`config.mk`:
```
export PLATFORM = sky130hd
export DESIGN_NAME = cmp_unit_flat
export DESIGN_NICKNAME = d
export VERILOG_FILES = /design/src/rtl/cmp_pkg.sv /design/src/rtl/cmp_if.sv /design/src/rtl/cmp_unit_chunk_cmp.sv /design/src/rtl/cmp_unit.sv /design/src/flat_wrapper.sv
export SDC_FILE = /design/constraint.sdc
export NUM_CORES = 1
export LEC_CHECK = 0
export BUFFER_PORTS_ARGS = -buffer_cell sky130_fd_sc_hd__clkbuf_2
export CORE_MARGIN = 2
export CORE_UTILIZATION = 51
export CTS_CLUSTER_SIZE = 12
export DETAILED_ROUTE_END_ITERATION = 6
export GPL_TIMING_DRIVEN = 0
export PLACE_DENSITY = 0.79
export SYNTH_ARGS = -nofsm -noshare
export SYNTH_HDL_FRONTEND = slang
export SYNTH_SLANG_ARGS = --single-unit
```
`constraint.sdc`:
```
create_clock -name clk -period 4.2 [get_ports clk]
set_input_delay 0.42 -clock clk [delete_from_list [all_inputs] [get_ports clk]]
set_output_delay 0.42 -clock clk [all_outputs]
set_load 0.02 [all_outputs]
```
`src/rtl/cmp_pkg.sv`:
```
// cmp_pkg: op encodings and FSM states shared by the compare unit
package cmp_pkg;
  localparam logic [1:0] OP_SLT  = 2'b00;
  localparam logic [1:0] OP_SLTU = 2'b01;
  localparam logic [1:0] OP_SEQ  = 2'b10;
  localparam logic [1:0] OP_ZERO = 2'b11;
  typedef enum logic [1:0] {S_IDLE, S_BUSY, S_DONE} state_t;
endpackage

```
`src/rtl/cmp_if.sv`:
```
// cmp_if: operand/result valid-ready handshake bundle for cmp_unit
interface cmp_if #(parameter int WIDTH = 32);
  logic in_valid, in_ready, out_valid, out_ready;
  logic [1:0] op;
  logic [WIDTH-1:0] a, b, y;
  modport master (output in_valid, op, a, b, out_ready, input in_ready, out_valid, y);
  modport slave (input in_valid, op, a, b, out_ready, output in_ready, out_valid, y);
endinterface

```
`src/rtl/cmp_unit_chunk_cmp.sv`:
```
// chunk_cmp: one-chunk unsigned compare, MSB flipped for the signed top chunk
module chunk_cmp #(parameter int CHUNK = 8) (
  input  logic [CHUNK-1:0] a,
  input  logic [CHUNK-1:0] b,
  input  logic             is_signed_top,
  output logic             lt,
  output logic             eq
);
  logic [CHUNK-1:0] m;
  always_comb begin
    m = CHUNK'(is_signed_top) << (CHUNK - 1);
    lt = (a ^ m) < (b ^ m);
    eq = a == b;
  end
endmodule

```
`src/rtl/cmp_unit.sv`:
```
// cmp_unit: multi-cycle MSB-first chunked set-on-compare with early exit
module cmp_unit
  import cmp_pkg::*;
#(
  parameter int WIDTH = 32,
  parameter int CHUNK = 8
) (
  input logic clk,
  input logic reset,
  cmp_if.slave bus
);
  localparam int N = WIDTH / CHUNK;
  localparam int IW = N > 1 ? $clog2(N) : 1;
  if (WIDTH < 2 || WIDTH % CHUNK != 0) begin : g_bad_width
    $error("cmp_unit: WIDTH must be >= 2 and a multiple of CHUNK");
  end
  state_t state, state_nx;
  logic [WIDTH-1:0] ra, rb;
  logic [1:0] rop;
  logic [IW-1:0] idx;
  logic flag, lt, eq, last;
  chunk_cmp #(.CHUNK(CHUNK)) u_chunk (
    .a(ra[idx*CHUNK +: CHUNK]),
    .b(rb[idx*CHUNK +: CHUNK]),
    .is_signed_top(rop == OP_SLT && idx == IW'(N - 1)),
    .lt(lt),
    .eq(eq)
  );
  assign last = !eq || idx == '0;
  always_ff @(posedge clk) begin
    if (reset) state <= S_IDLE;
    else state <= state_nx;
  end
  always_comb begin
    state_nx = state == S_IDLE ? (bus.in_valid ? (bus.op == OP_ZERO ? S_DONE : S_BUSY) : S_IDLE)
             : state == S_BUSY ? (last ? S_DONE : S_BUSY)
             : (bus.out_ready ? S_IDLE : S_DONE);
  end
  always_ff @(posedge clk) begin
    if (reset) begin
      ra <= '0;
      rb <= '0;
      rop <= OP_SLT;
      idx <= '0;
      flag <= 1'b0;
    end else if (state == S_IDLE && bus.in_valid) begin
      ra <= bus.a;
      rb <= bus.b;
      rop <= bus.op;
      idx <= IW'(N - 1);
      flag <= 1'b0;
    end else if (state == S_BUSY) begin
      if (last) flag <= rop == OP_SEQ ? eq : lt;
      else idx <= idx - IW'(1);
    end
  end
  always_comb begin
    bus.in_ready = state == S_IDLE;
    bus.out_valid = state == S_DONE;
    bus.y = {{(WIDTH - 1){1'b0}}, flag};
  end
endmodule

```
`src/flat_wrapper.sv`:
```
// flat-port wrapper written by rule: the top's interface ports become plain ports
module cmp_unit_flat import cmp_pkg::*;
#(
  parameter int WIDTH = 32,
  parameter int CHUNK = 8
)
  (clk, reset, bus_in_valid, bus_op, bus_a, bus_b, bus_out_ready, bus_in_ready, bus_out_valid, bus_y);
  cmp_if #(.WIDTH(WIDTH)) bus_i ();
  input logic clk;
  input logic reset;
  input wire logic [$bits(bus_i.in_valid)-1:0] bus_in_valid;
  input wire logic [$bits(bus_i.op)-1:0] bus_op;
  input wire logic [$bits(bus_i.a)-1:0] bus_a;
  input wire logic [$bits(bus_i.b)-1:0] bus_b;
  input wire logic [$bits(bus_i.out_ready)-1:0] bus_out_ready;
  output wire logic [$bits(bus_i.in_ready)-1:0] bus_in_ready;
  output wire logic [$bits(bus_i.out_valid)-1:0] bus_out_valid;
  output wire logic [$bits(bus_i.y)-1:0] bus_y;
  assign bus_i.in_valid = bus_in_valid;
  assign bus_i.op = bus_op;
  assign bus_i.a = bus_a;
  assign bus_i.b = bus_b;
  assign bus_i.out_ready = bus_out_ready;
  assign bus_in_ready = bus_i.in_ready;
  assign bus_out_valid = bus_i.out_valid;
  assign bus_y = bus_i.y;
  cmp_unit #(.WIDTH(WIDTH), .CHUNK(CHUNK)) u_core (.clk(clk), .reset(reset), .bus(bus_i));
endmodule
```
==> run metrics <==
vias post-DR=3,036; total clock sinks=about 70; Starting Density=53.0%; Tcrit/Tclk final=79.8%; worst hold-check path type=in2reg; Core Area=6390 sq um; PortBufs=71; CP max-delay cell=buf_1; pwr/cell area=between 400 and 500 nW/um^2; Worst VDD drop=~0.24 mV; CTS tree=yes; Worst Setup Start Kind=flop; die area=7310 sq um; via/cell ratio=5.07; largest net degree at the start of global routing=13; Slew HR=42.9%; crit path DAT=between 3000 and 4000 ps; Placer Congestion=0.917; synthesized area=3390 sq um; Worst-path clk slew=roughly 80 ps; DRT Pass-1 Iters=4; Worst Tran Pin Value=about 860 ps; # resized after CTS=0; Area contributors post-synth=dfxtp_1, nand2_1, mux4_2; fin. max-slew vios=0; RSZ-0062 raised after global routing=false; prevailing post-synth register cell=dfxtp_1; die height=85.5 um; placement row count=29; syn_area_per_cell=8.36 sq um; Hold Vio Cnt, Final=0; crit end category=flop; P&R area growth vs syn=23.9%; warnings from Yosys=0; diode count=0; area leader, netlist=dfxtp_1; Post-Route Setup TNS=0 ps; LEAKAGE=0.00186 uW; final layout net count=596; DRT iter0 DRCs=129; # Post-CTS Setup Buffers=0; fmax=0.298 GHz; antenna viol nets, final=0; Setup Skew=approximately 10 ps; Mapped Cells=about 400; CTS root buffer=clkbuf_8; register area=1420 sq um; vias in the first global route=~3k; Total GRT Usage=between 20% and 30%; Layout Utilization=approximately two thirds; EDFF count, synth=0; Critical Path RT=~4400 ps; Num CTS Buffers=9; Synth async-reset ratio=0%; Residual DRC=0; setup violators final=0; multi-input logic area=roughly 1700 sq um; post-synthesis cell type count=32; H-Tree Depth=3; critical path cell sequence=buf_6, buf_1, mux4_2, ha_1, and4_1, nand3_1, o41ai_2, nor4_1, a31oi_1, o31ai_1; share of cells above drive strength 1=26.6%; total routed wirelength=8.35 mm; status=finished clean; Worst path max stage delay=660 ps; antenna violations before repair=0; Crit Path Max Fanout=10; Yosys top cell area share=42.0%; per-cell routed wire length=roughly 14 um; GRT overflow=0; I/O Pins=104; clk_lat worst skew=360 ps; hold-fix buffer count after cts=0; chip width=85.5 um; post-DP HPWL=6.40 mm; first-pass GRT wire length=13.5 mm; Seq/Total Area, Yosys=42.0%; # fillers=550; post-route minimum period=3350 ps; FF+latch count, synth=a little over 70; Crit Path Category=reg2reg; Bufs on Longest Clock Path=2; max cap viols=0
==> kinds of logic (layout without fill, tap and decap cells) <==
family                     after synthesis  after routing  synth area share (%)
AOI/OAI and AO/OA                       81             81                  13.0
DFF                                     71             71                  42.0
muxes                                   17             17                  11.1
buffers and inverters                   71            158                  11.6
adders and majority gates               11             11                  3.92
and+or+nand+nor                        151            151                  17.8
xor gates and xnor gates                 2              2                 0.517
other                                    1             31                 0.111
==> registers in the layout, summed over array words and instances, names as in the netlist <==
name          count
u_core.rb        32
u_core.flag       1
u_core.state      2
u_core.idx        2
u_core.ra        32
u_core.rop        2
==> metal layers <==
metal  up-vias  global-route usage [%]  wire length [um]
met3        13                    5.25               708
met1      1384                    27.7              3320
li1       1509                       -                 -
met5         -                       0                 0
met2       130                    42.5              4210
met4         0                    10.2               113
==> power by group <==
group / switching (uW) / internal [uW] / total (uW)
Sequential: 28.9 / 724 / 753
Combinational: 217 / 159 / 375
Clock: 253 / 412 / 665
Total: 499 / 1290 / 1790
==> cell usage after synthesis (2+ instances only) <==
master / instances
nor2b_1: 3
inv_1: 13
mux4_2: 16
maj3_1: 2
o31ai_1: 2
a31oi_1: 2
buf_1: 2
nor2_1: 5
ha_1: 9
nand2_1: 136
a21oi_1: 70
clkbuf_1: 23
buf_4: 32
o21ai_0: 2
dfxtp_1: 71
==> worst paths after layout <==
kind | start | to | slack (ps) | cells after the start
setup / recovery | u_core.idx[0] | u_core.flag | 850 | 10
hold / removal | bus_a[2] | u_core.ra[2] | 280 | 3
setup reg to reg | u_core.idx[0] | u_core.flag | 850 | 10
hold reg to reg | u_core.ra[21] | u_core.ra[21] | 450 | 2
==> through the flow <==
stage / cell area (sq um) / setup WS [ps] / std cells / power [uW] / hold WS, ps
after detailed placement: 3950 / 840 / 583 / 1140 / 447
final: 4200 / 847 / 599 / 1790 / 279
after floorplan: 3500 / 1290 / 435 / 1030 / 433
after CTS: 4200 / 823 / 599 / 1800 / 274
after global routing: 4200 / 575 / 599 / 1870 / 281
after global placement: 3950 / 869 / 583 / 1120 / 440
==> worst max-delay path, delay by kind of cell, from the launching register on <==
| family | cells | cell delay, ps |
|---|---|---|
| buffers and inverters | 2 | 840 |
| adders and majority gates | 1 | 310 |
| and+or+nand+nor | 3 | 440 |
| AOI/OAI and AO/OA | 3 | 640 |
| muxes | 1 | 630 |
| DFF | 1 | 360 |
==> cell type report <==
cell class              instances  area share, %
inverters                      13           1.16
clock buffers                  11           3.37
multi-input cells             293           40.1
repair buffers                 71           8.47
flip-flops and latches         71           33.9
plain buffers                  58           8.23
clock inverters                 5           2.48
well taps                      77           2.30
==> layout by cell type (no fill, tap or decap), types with 2 or more instances in the layout <==
master,count
clkbuf_1,24
o21ai_0,2
conb_1,31
nand2_1,136
a31oi_1,2
a21oi_1,70
dfxtp_1,71
buf_4,32
o31ai_1,2
bufinv_16,3
buf_1,2
maj3_1,2
clkbuf_8,10
ha_1,9
clkbuf_2,71
nor2_1,5
nor2b_1,3
mux4_2,16
inv_1,13
Power figures use the tool's default switching activity.
